## src/rtl/uart_pkg.sv

```systemverilog
`default_nettype none
// ============================================================================
//  Package     : uart_pkg
//  Description : Shared definitions for the UART transmit path. Holds the
//                byte-scheduler state encoding, the start-acknowledge
//                timeout and the default data width.
//                The GAP state exists only when TX_SCHED_GAP_EN is defined.
//  Revision    : 1.0 - initial release
// ============================================================================
package uart_pkg;

    // Default byte width, shared with the TX FIFO.
    localparam int DEFAULT_DATA_WIDTH = 8;

    // Number of cycles after a start pulse that the scheduler waits for the
    // transmitter to raise busy before it assumes the byte already completed.
    localparam int ACK_TIMEOUT = 4;

    // Width of the acknowledge-timeout counter (must hold ACK_TIMEOUT-1).
    localparam int ACK_CNT_W = (ACK_TIMEOUT > 1) ? $clog2(ACK_TIMEOUT) : 1;

    // Scheduler states.
`ifdef TX_SCHED_GAP_EN
    typedef enum logic [2:0] {
        ST_IDLE      = 3'd0,
        ST_FETCH     = 3'd1,
        ST_LOAD      = 3'd2,
        ST_WAIT_ACK  = 3'd3,
        ST_WAIT_DONE = 3'd4,
        ST_GAP       = 3'd5
    } tx_sched_state_t;
`else
    typedef enum logic [2:0] {
        ST_IDLE      = 3'd0,
        ST_FETCH     = 3'd1,
        ST_LOAD      = 3'd2,
        ST_WAIT_ACK  = 3'd3,
        ST_WAIT_DONE = 3'd4
    } tx_sched_state_t;
`endif

endpackage : uart_pkg
`default_nettype wire

```

## src/rtl/uart_tx_sched.sv

```systemverilog
`default_nettype none
// ============================================================================
//  Module      : uart_tx_sched
//  Description : Byte scheduler between the TX fifo_sync and the UART
//                serializer. Pops one byte, registers it, issues a single
//                cycle start to the transmitter and waits for the
//                transmitter to finish before popping the next byte.
//                Reports activity and a wrapping count of bytes handed off.
//
//  Optional    : TX_SCHED_GAP_EN - when defined, GAP_CYCLES idle clocks are
//                inserted after every byte (GAP state, o_busy stays high).
//                When undefined there is no GAP state and no gap counter.
//
//  Ports       :
//    i_clk         in   1           system clock
//    i_rstn        in   1           asynchronous active-low reset
//    i_enable      in   1           scheduling enable, sampled in IDLE only
//    o_fifo_rd     out  1           FIFO read strobe, single-cycle pulse
//    i_fifo_dout   in   DATA_WIDTH  FIFO read data, valid cycle after pop
//    i_fifo_empty  in   1           FIFO empty flag
//    o_tx_start    out  1           transmitter start, single-cycle pulse
//    o_tx_data     out  DATA_WIDTH  registered byte to transmit
//    i_tx_busy     in   1           transmitter busy
//    o_busy        out  1           high in every state except IDLE
//    o_sent_count  out  CNT_WIDTH   bytes handed off, wrapping
//
//  Revision    : 1.0 - initial release
// ============================================================================
module uart_tx_sched
    import uart_pkg::*;
#(
    parameter int DATA_WIDTH = DEFAULT_DATA_WIDTH,
    parameter int CNT_WIDTH  = 16,
    parameter int GAP_CYCLES = 16
) (
    input  logic                  i_clk,
    input  logic                  i_rstn,
    input  logic                  i_enable,
    output logic                  o_fifo_rd,
    input  logic [DATA_WIDTH-1:0] i_fifo_dout,
    input  logic                  i_fifo_empty,
    output logic                  o_tx_start,
    output logic [DATA_WIDTH-1:0] o_tx_data,
    input  logic                  i_tx_busy,
    output logic                  o_busy,
    output logic [CNT_WIDTH-1:0]  o_sent_count
);

    // ------------------------------------------------------------------------
    // Elaboration-time parameter sanity check
    // ------------------------------------------------------------------------
    if (GAP_CYCLES < 0) begin : g_gap_param_chk
        $error("uart_tx_sched: GAP_CYCLES must be non-negative");
    end

    // ------------------------------------------------------------------------
    // Declarations
    // ------------------------------------------------------------------------
    tx_sched_state_t         r_state;
    tx_sched_state_t         w_state_nxt;
    tx_sched_state_t         w_done_nxt;

    logic [ACK_CNT_W-1:0]    r_ack_cnt;
    logic                    w_ack_expired;

    logic [DATA_WIDTH-1:0]   r_tx_data;
    logic [CNT_WIDTH-1:0]    r_sent_cnt;

    logic                    w_fifo_rd;
    logic                    w_tx_start;
    logic                    w_busy;

    // ------------------------------------------------------------------------
    // Inter-byte gap (optional)
    // ------------------------------------------------------------------------
`ifdef TX_SCHED_GAP_EN
    localparam int GAP_W = (GAP_CYCLES > 2) ? $clog2(GAP_CYCLES) : 1;
    localparam logic [GAP_W-1:0] GAP_LOAD =
        GAP_W'((GAP_CYCLES > 0) ? (GAP_CYCLES - 1) : 0);

    logic [GAP_W-1:0]        r_gap_cnt;
    logic                    w_gap_done;

    // A zero-length gap bypasses the GAP state entirely.
    assign w_done_nxt = (GAP_CYCLES == 0) ? ST_IDLE : ST_GAP;
    assign w_gap_done = (r_gap_cnt == '0);

    // Loaded on the way into GAP so the state lasts exactly GAP_CYCLES clocks.
    always_ff @(posedge i_clk or negedge i_rstn) begin
        if (!i_rstn) begin
            r_gap_cnt <= '0;
        end else if ((r_state == ST_WAIT_DONE) && (w_state_nxt == ST_GAP)) begin
            r_gap_cnt <= GAP_LOAD;
        end else if ((r_state == ST_GAP) && !w_gap_done) begin
            r_gap_cnt <= r_gap_cnt - 1'b1;
        end
    end
`else
    assign w_done_nxt = ST_IDLE;
`endif

    // ------------------------------------------------------------------------
    // Start-acknowledge timeout
    // ------------------------------------------------------------------------
    // Counts cycles spent in WAIT_ACK. A transmitter that finishes before its
    // busy flag is ever seen would otherwise leave the scheduler stuck here.
    assign w_ack_expired = (r_ack_cnt == ACK_CNT_W'(ACK_TIMEOUT - 1));

    always_ff @(posedge i_clk or negedge i_rstn) begin
        if (!i_rstn) begin
            r_ack_cnt <= '0;
        end else if (r_state == ST_WAIT_ACK) begin
            r_ack_cnt <= r_ack_cnt + 1'b1;
        end else begin
            r_ack_cnt <= '0;
        end
    end

    // ------------------------------------------------------------------------
    // FSM: state register
    // ------------------------------------------------------------------------
    always_ff @(posedge i_clk or negedge i_rstn) begin
        if (!i_rstn) begin
            r_state <= ST_IDLE;
        end else begin
            r_state <= w_state_nxt;
        end
    end

    // ------------------------------------------------------------------------
    // FSM: next-state logic
    // ------------------------------------------------------------------------
    always_comb begin
        w_state_nxt = r_state;
        case (r_state)
            ST_IDLE: begin
                // Empty is only looked at here, so a pop never underruns.
                if (i_enable && !i_fifo_empty) begin
                    w_state_nxt = ST_FETCH;
                end
            end
            ST_FETCH: begin
                w_state_nxt = ST_LOAD;
            end
            ST_LOAD: begin
                if (!i_tx_busy) begin
                    w_state_nxt = ST_WAIT_ACK;
                end
            end
            ST_WAIT_ACK: begin
                if (i_tx_busy || w_ack_expired) begin
                    w_state_nxt = ST_WAIT_DONE;
                end
            end
            ST_WAIT_DONE: begin
                if (!i_tx_busy) begin
                    w_state_nxt = w_done_nxt;
                end
            end
`ifdef TX_SCHED_GAP_EN
            ST_GAP: begin
                if (w_gap_done) begin
                    w_state_nxt = ST_IDLE;
                end
            end
`endif
            default: begin
                w_state_nxt = ST_IDLE;
            end
        endcase
    end

    // ------------------------------------------------------------------------
    // FSM: output logic
    // ------------------------------------------------------------------------
    // The pop strobe is qualified with the reset input so that it stays low
    // while reset is held, even with enable high and the FIFO non-empty.
    always_comb begin
        w_fifo_rd  = 1'b0;
        w_tx_start = 1'b0;
        w_busy     = 1'b1;
        case (r_state)
            ST_IDLE: begin
                w_busy    = 1'b0;
                w_fifo_rd = i_rstn && i_enable && !i_fifo_empty;
            end
            ST_LOAD: begin
                w_tx_start = !i_tx_busy;
            end
            default: begin
                w_busy = 1'b1;
            end
        endcase
    end

    // ------------------------------------------------------------------------
    // Byte holding register and sent counter
    // ------------------------------------------------------------------------
    // FIFO data is valid the cycle after the pop, i.e. while in FETCH. The
    // register then holds the byte through the whole transmission.
    always_ff @(posedge i_clk or negedge i_rstn) begin
        if (!i_rstn) begin
            r_tx_data <= '0;
        end else if (r_state == ST_FETCH) begin
            r_tx_data <= i_fifo_dout;
        end
    end

    // Free-running wrap on overflow; counts start pulses.
    always_ff @(posedge i_clk or negedge i_rstn) begin
        if (!i_rstn) begin
            r_sent_cnt <= '0;
        end else if (w_tx_start) begin
            r_sent_cnt <= r_sent_cnt + 1'b1;
        end
    end

    // ------------------------------------------------------------------------
    // Output assignments
    // ------------------------------------------------------------------------
    assign o_fifo_rd    = w_fifo_rd;
    assign o_tx_start   = w_tx_start;
    assign o_tx_data    = r_tx_data;
    assign o_busy       = w_busy;
    assign o_sent_count = r_sent_cnt;

endmodule : uart_tx_sched
`default_nettype wire

```

## config.mk

```make
export PLATFORM = sky130hd
export DESIGN_NAME = uart_tx_sched
export DESIGN_NICKNAME = d
export VERILOG_FILES = /design/src/rtl/uart_pkg.sv /design/src/rtl/uart_tx_sched.sv
export SDC_FILE = /design/constraint.sdc
export NUM_CORES = 1
export LEC_CHECK = 0
export ABC_AREA = 1
export CORE_MARGIN = 2
export CORE_UTILIZATION = 50
export CTS_BUF_LIST = sky130_fd_sc_hd__clkbuf_4
export CTS_CLUSTER_DIAMETER = 150
export DETAILED_ROUTE_END_ITERATION = 10
export PLACE_DENSITY = 0.83
export SETUP_SLACK_MARGIN = 0.3
export SLEW_MARGIN = 10
export SYNTH_ARGS = -nofsm -noshare
export SYNTH_HDL_FRONTEND = slang
export SYNTH_SLANG_ARGS = --single-unit
```

## constraint.sdc

```tcl
create_clock -name i_clk -period 2.1 [get_ports i_clk]
set_clock_uncertainty 0.1 [all_clocks]
set_input_delay 0.525 -clock i_clk [delete_from_list [all_inputs] [get_ports i_clk]]
set_output_delay 0.525 -clock i_clk [all_outputs]
set_load 0.02 [all_outputs]
```

# Word-level counts from Yosys, hierarchy flattened
# Index checks and enable logic that the tools add are counted.
[classes]
reduce_logical = 8
eq_ne = 9
add_sub_neg = 2
muxes = 9
[ops]
columns = ["cell", "count"]
rows = [
  ["16-bit by 1-bit adder with 16-bit output (second input constant)", 1],
  ["3-bit one-hot mux with 5 select lines", 1],
  ["3-bit two-way mux", 4],
  ["3-bit by 2-bit equality test with 1-bit output (second input constant)", 2],
  ["2-bit inequality test (second input constant)", 3],
  ["4-bit AND reduction", 1],
  ["3-bit by 1-bit equality test with 1-bit output (second input constant)", 1],
  ["3-bit equality test (second input constant)", 1],
  ["1-bit logical AND", 3],
  ["3-bit zero test", 1],
  ["1-bit two-way mux", 3],
  ["2-bit by 1-bit adder with 2-bit output (second input constant)", 1],
  ["2-bit equality test (second input constant)", 1],
  ["1-bit zero test", 2],
  ["2-bit two-way mux", 1],
  ["2-bit by 1-bit inequality test with 1-bit output (second input constant)", 1],
  ["1-bit logical OR", 1],
]
[totals]
wordCells = 32
inputBits = 13
regBits = 29

# Logic depth before layout (Yosys ltp)
# Gate-level depths: netlist (run 1).
[logic_depth]
word_depth = 4
mapped_depth = 8
mapped_depth_nobuf = 8

# Least setup slack after synthesis (run 1)
# Ideal clock, no wire load.
[synth_path]
path_kind = "flip-flop to output port"
startpoint = "register r_state[1]"
endpoint = "output o_fifo_rd"
stages_incl_launch_ff = 4
path_buffers = 0
slack_ps = 191
t_required_ps = 1475
arrival_ps = 1284
cell_sequence = "dfrtp_1 > nor2_1 > nand2_1 > nor3_1"
[synth_between]
elab_chain_len = 2
[synth_rtl]
columns = ["item", "line", "rtl"]
rows = [
  ["from (decl)", "uart_tx_sched.sv:59", "tx_sched_state_t r_state;"],
  ["from (signal assigned)", "uart_tx_sched.sv:126", "r_state <= w_state_nxt;"],
  ["3-bit zero test", "uart_tx_sched.sv:182", "case (r_state)"],
  ["1-bit two-way mux", "uart_tx_sched.sv:182", ""],
  ["to (decl)", "uart_tx_sched.sv:39", "output logic o_fifo_rd,"],
]
# Every way passes these cells.

# Worst setup path in the final report (run 1)
[layout_path]
startpoint = "input i_fifo_empty"
endpoint = "output o_fifo_rd"
[layout_between]
elab_chain_len = 3
[layout_rtl]
columns = ["item", "line", "rtl"]
rows = [
  ["from (decl)", "uart_tx_sched.sv:41", "input logic i_fifo_empty,"],
  ["1-bit zero test", "uart_tx_sched.sv:185", "w_fifo_rd = i_rstn && i_enable && !i_fifo_empty;"],
  ["1-bit logical AND", "uart_tx_sched.sv:185", ""],
  ["1-bit two-way mux", "uart_tx_sched.sv:182", ""],
]
# Every way passes these cells.

==> results of run 1 <==
## critical path, delay by kind of cell
family	cells	cell delay, ps
buffers and inverters	2	600
AND/OR/NAND/NOR	1	190
## repair_timing
item,CTS,global route
gates cloned,0,0
gates resized for setup,45,14
setup endpoints to repair,27,9
hold buffers,0,0
setup buffers,4,2
pin swaps,3,1
## logic make-up (layout without fill, tap and decap cells)
group	count (synthesis)	after routing	share of synthesized area
AND/OR/NAND/NOR	91	91	0.2940
AO/OA/AOI/OAI	4	4	0.01538
flip-flops	29	29	0.4957
buffers and inverters	22	81	0.05641
XOR/XNOR	10	10	0.05983
multiplexers	8	8	0.06154
adder cells (fa/ha/maj)	2	2	0.01709
## worst max path at each step
stage,slack (ps),from,to
after floorplan,360,r_state[1],o_fifo_rd
after global placement,-430,i_rstn,o_fifo_rd
after detailed placement,-430,i_rstn,o_fifo_rd
after CTS,60,i_enable,o_fifo_rd
after global routing,80,r_state[2],o_fifo_rd
final,160,i_fifo_empty,o_fifo_rd
## layout make-up
type	instances	area, µm²
sequential	29	725.7
multi-input combinational	115	679.4
fill	190	664.4
timing repair buffer	51	456.7
inverter	22	90.09
clock inverter	3	65.06
tap	31	38.79
clock buffer	5	37.54
## registers in the layout, indices dropped and copies added (netlist names)
signal        cells
r_state           3
r_ack_cnt         2
o_tx_data         8
o_sent_count     16
## power by group
part           total (W)  switching (W)  internal [W]  leakage [nW]
Clock           0.000581       0.000213      0.000368        0.0552
Combinational    0.00119       0.000662      0.000525         0.656
Sequential      0.000838       0.000116      0.000721         0.364
Total            0.00261       0.000991       0.00162          1.08
## per-layer routing
layer  up-vias  global-route usage  part of all wire
li1        638                   -                 -
met1       638              0.2657              0.39
met2        50              0.4042              0.54
met3         2             0.08259             0.064
met4         0             0.06977            0.0083
met5         -                   0                 0
## cells in the mapped netlist, drive strengths merged
library cell  instances
nand2                47
dfrtp                29
nor2                 25
inv                  22
nand4                 9
mux2                  8
nand3                 8
xnor2                 5
xor2                  5
o21ai                 3
ha                    2
nand3b                1
nor3                  1
o211ai                1
## through the flow
| stage | utilization | instance area, µm² |
|---|---|---|
| 2_1_floorplan | - | 1469 |
| 3_3_place_gp | 0.7046 | 1943 |
| 3_5_place_dp | 0.7046 | 1943 |
| 4_1_cts | 0.7436 | 2051 |
| 5_1_grt | 0.7591 | 2093 |
| 6_report | 0.7591 | 2093 |
==> impl_metrics.toml, run 1 <==
[synth]
synthDominantCellAreaShare = 0.4957
count_of_distinct_cell_types_in_the_synthesized_netlist = 20
synth_fp_nets = 181
synthTopCellsByArea = "sky130_fd_sc_hd__dfrtp_1 50%, sky130_fd_sc_hd__nand2_1 11%, sky130_fd_sc_hd__mux2_2 6.2%"
post-synth-top-area-cell = "sky130_fd_sc_hd__dfrtp_1"
synth_cells = 166
synth_area_um2 = 1464
synth-seq-cells = 29
yosys_warnings = 0
ys_seq_area_frac = 0.4957
synthesis.area_per_instance_um2 = 8.819

[final_layout]
flow.area_growth_from_synthesis_pct = 42.99
final_common_cell = "sky130_fd_sc_hd__nand2_1"
layoutNonFillerInstCount = 256
final_layout_size_suffix_gt1_frac = 0.2133
antenna-diode-count = 0
layout_common_cells = "40 x sky130_fd_sc_hd__nand2_1, 29 x sky130_fd_sc_hd__dfrtp_1, 20 x sky130_fd_sc_hd__inv_1, 20 x sky130_fd_sc_hd__dlygate4sd2_1, 19 x sky130_fd_sc_hd__nor2_1"
fin_nets = 239

[setup_path]
slack_of_the_worst_reg_to_reg_path_ps = 600
critical_path.endpoint_type = "output pin"
critPathArrivalTime_ps = 1320
cpMaxStageDelayCell = "sky130_fd_sc_hd__clkdlybuf4s50_1"
reg2reg_to = "o_sent_count[12]"
worstReg2RegStart = "r_state[2]"
timing.critical_path.required_ps = 1470
slowest_delay_ps = 440
worstPathMaxFanout = 2
reg2reg_depth = 10
criticalPathCategory = "primary input to output pin"
startpoint_types = "primary input"
path_cells = "clkdlybuf4s50_1 -> nor3_2 -> buf_4"

[place]
dp.final_hpwl_mm = 2.540
buffer_ports.inserted = 39
cell_count_after_placement = 242
place_worst_setup_slack_ps = -425.9
gp_routability_congestion = 0.8119

[sta]
worst-slew-pin-transition_ps = 361.1
post-route-period-util = 0.9261
finalWorstSetupSlack_ps = 155.3
setup_viol = 0
setup_tns_ps = 0
grt_setup_unrepaired = "yes"
achievable-frequency_mhz = 514.2
final-hold-violation-count = 0
final_max_slew_viol_count = 0
period_minus_slack_ps = 1945
hold_ws_ps = 282.8
worst_slew_margin_rel = 0.7592

[global_route]
grt_first_pass_wirelength_mm = 5.844
grt_start_max_net_pins = 30
number_of_global_route_vias_before_repair = 1362
grt_antenna_before_repair = 0
gr-usage-all-layers = 0.2314
grt_overflow_total = 0

[route]
routed_wire_length_per_instance_um = 13.68
vias = 1328
drtIter0Drc = 25
drt-vias-per-instance = 5.188
post-route-drc-count = 1
ant_nets = 0
drt_pass1_iterations = 7
wirelength_mm = 3.502

[cts]
ctsHtreeMaxLevel = 2
cts.reportedPaths.clkPinSlew_ps = 100
cts_buffer_depth = 2
cts_tree = "yes"
clk_latency_ps = 340
cts_made_buffers = 5
clock-sinks = 29
ctsRootBufferMaster = "sky130_fd_sc_hd__clkbuf_4"

[power]
power.leakage_nw = 1.075
finalPower_w = 0.002607
irDropWorstVdd_v = 0.001128
powerDensity_nw_per_um2 = 1245

[floorplanning]
die-area_um2 = 3377
starting_density_of_the_core = 0.5309
rows = 19
core_area_um2 = 2758
number_of_top_level_pins = 40
die_width_um = 58.11
floorplan.die.height_um = 58.11

[outcome]
run_status = "finished with violations"
violations_in_the_final_reports = "DRC"

[run]
maxCapViolations = 0

[worst_hold_path]
hold_path_class = "primary input to asynchronous set/reset pin"
No activity file was read; power rests on OpenSTA's default activity.
==> run 2: changes to the inputs <==
PLACE_DENSITY = 0.92   (was 0.83)
==> run 2 against run 1 <==
The run now ends clean. Critical path depth is 1 higher. Wire length is 4.9% lower. Via count is 0.45% lower. Clock power is 47% lower. Total power is 11% lower. Utilization is 1.5 points lower. Global-route usage is 1.9 points lower. Final area is 2.0% lower. Maximum frequency is 4.6% higher. Critical path type is now flip-flop to output pin. Highest routed layer unchanged.
==> impl_metrics.toml, run 2 (same netlist as run 1, synthesis figures left out) <==
[final_layout]
fin_nets = 242
final.fill_count = 210
sequential_cell_area_um2 = 725.7
flow.area_growth_from_synthesis_pct = 40.17
largest_register_ffs = 16
multi_input_comb_area_um2 = 675.6
final_common_cell = "sky130_fd_sc_hd__nand2_1"
postLayoutCellArea_um2 = 2052
finish.utilization = 0.7441
antenna-diode-count = 0
final_layout_size_suffix_gt1_frac = 0.2149
layout_common_cells = "40 x sky130_fd_sc_hd__nand2_1, 29 x sky130_fd_sc_hd__dfrtp_1, 23 x sky130_fd_sc_hd__dlygate4sd2_1"

[setup_path]
criticalPathCategory = "flip-flop to output pin"
critPathArrivalTime_ps = 1230
worstPathMaxFanout = 3
slack_of_the_worst_reg_to_reg_path_ps = 610
critical_path.endpoint_type = "output pin"
startpoint_types = "flip-flop"
timing.critical_path.required_ps = 1470

[sta]
final_max_slew_viol_count = 0
setup_viol = 0
period_minus_slack_ps = 1859
hold_ws_ps = 142.2
worst_slew_margin_rel = 0.7561
worst-slew-pin-transition_ps = 365.8
achievable-frequency_mhz = 538.0
final-hold-violation-count = 0
setup_tns_ps = 0
post-route-period-util = 0.8851
grt_setup_unrepaired = "yes"

[place]
dpl_cell_area_um2 = 1951
gp_routability_congestion = 0.8147
buffer_ports.inserted = 39
dp.final_hpwl_mm = 2.410

[route]
vias = 1322
routed_wire_length_per_instance_um = 12.85
wirelength_mm = 3.329
drt-vias-per-instance = 5.104
ant_nets = 0
drt_pass1_iterations = 5
drtIter0Drc = 49
post-route-drc-count = 0

[floorplanning]
die_width_um = 58.11
starting_density_of_the_core = 0.5309
core_area_um2 = 2758
floorplan.die.height_um = 58.11
number_of_top_level_pins = 40
die-area_um2 = 3377
rows = 19

[run]
maxCapViolations = 0

[global_route]
grt_overflow_total = 0
grt_start_max_net_pins = 30
grt_first_pass_wirelength_mm = 5.244
number_of_global_route_vias_before_repair = 1177
grt_antenna_before_repair = 0
gr-usage-all-layers = 0.2120

[outcome]
run_status = "finished clean"

[power]
power.leakage_nw = 1.083
powerDensity_nw_per_um2 = 1129
irDropWorstVdd_v = 0.001053
finalPower_w = 0.002317

[cts]
cts.reportedPaths.clkPinSlew_ps = 90
ctsHtreeMaxLevel = 2
ctsRootBufferMaster = "sky130_fd_sc_hd__clkbuf_4"
cts_tree = "yes"
clock-sinks = 29
clk_latency_ps = 330
cts_buffer_depth = 2
cts_made_buffers = 5

[worst_hold_path]
hold_path_class = "primary input to asynchronous set/reset pin"
run 2: cell types whose count changed in the layout (fill, tap and decap cells not counted), moves of 2 or more:
cell	change
sky130_fd_sc_hd__buf_4	+3
sky130_fd_sc_hd__bufinv_16	-2
sky130_fd_sc_hd__clkdlybuf4s15_1	-3
sky130_fd_sc_hd__clkinv_1	+2
sky130_fd_sc_hd__dlygate4sd2_1	+3
sky130_fd_sc_hd__dlymetal6s2s_1	+2
sky130_fd_sc_hd__inv_2	+2
sky130_fd_sc_hd__nand2_4	+2
run 2: where the power goes:
group / switching (W) / leakage (nW) / total [W] / internal, W
clock network: 0.000186 / 0.0300 / 0.000307 / 0.000121
registers: 0.000116 / 0.364 / 0.000838 / 0.000722
logic: 0.000653 / 0.689 / 0.00117 / 0.000519
total: 0.000955 / 1.08 / 0.00232 / 0.00136
run 2: metrics by stage:
stage | worst slack (ps) | std cells
after floorplan | 358.3 | 166
after global placement | -342.3 | 243
after detailed placement | -353.2 | 243
after CTS | 89.00 | 255
after global routing | 192.2 | 259
final | 241.2 | 259
run 2: worst paths after layout:
path | from | to | depth (start not counted)
min | i_rstn | r_state[1] | 2
min in group i_clk | r_ack_cnt[0] | r_ack_cnt[0] | 1
max | r_state[2] | o_fifo_rd | 4
max reg2reg | r_state[2] | o_tx_data[3] | 5
min reg2reg | r_ack_cnt[0] | r_ack_cnt[0] | 1
max in group asynchronous | i_rstn | o_sent_count[12] | 2
run 2: area by class of cell:
cell class | count | area share
Inverter | 22 | 0.04024
Tap cell | 31 | 0.01890
Timing Repair Buffer | 54 | 0.2335
Clock buffer | 5 | 0.01829
Multi-Input combinational cell | 115 | 0.3293
Clock inverter | 3 | 0.006098
Sequential cell | 29 | 0.3537
run 2: critical path, cell delays in order (launching register included):
cell                      delay [ps]
sky130_fd_sc_hd__dfrtp_1         430
sky130_fd_sc_hd__nor2_2          160
sky130_fd_sc_hd__nand2_2          70
sky130_fd_sc_hd__nor3_2          100
sky130_fd_sc_hd__buf_4           160
run 2: metal layers:
layer	global-route usage	wire length, µm
met5	0	0
met4	0.1030	72
met3	0.05804	202
met2	0.3263	1656
met1	0.2779	1397
run 2: what timing repair did:
item | CTS | global route
hold endpoints to repair | 0 | 0
pin swaps | 1 | 3
resized for setup | 40 | 11
hold buffers | 0 | 0
buffers inserted | 4 | 4
endpoints found under the setup margin | 27 | 5
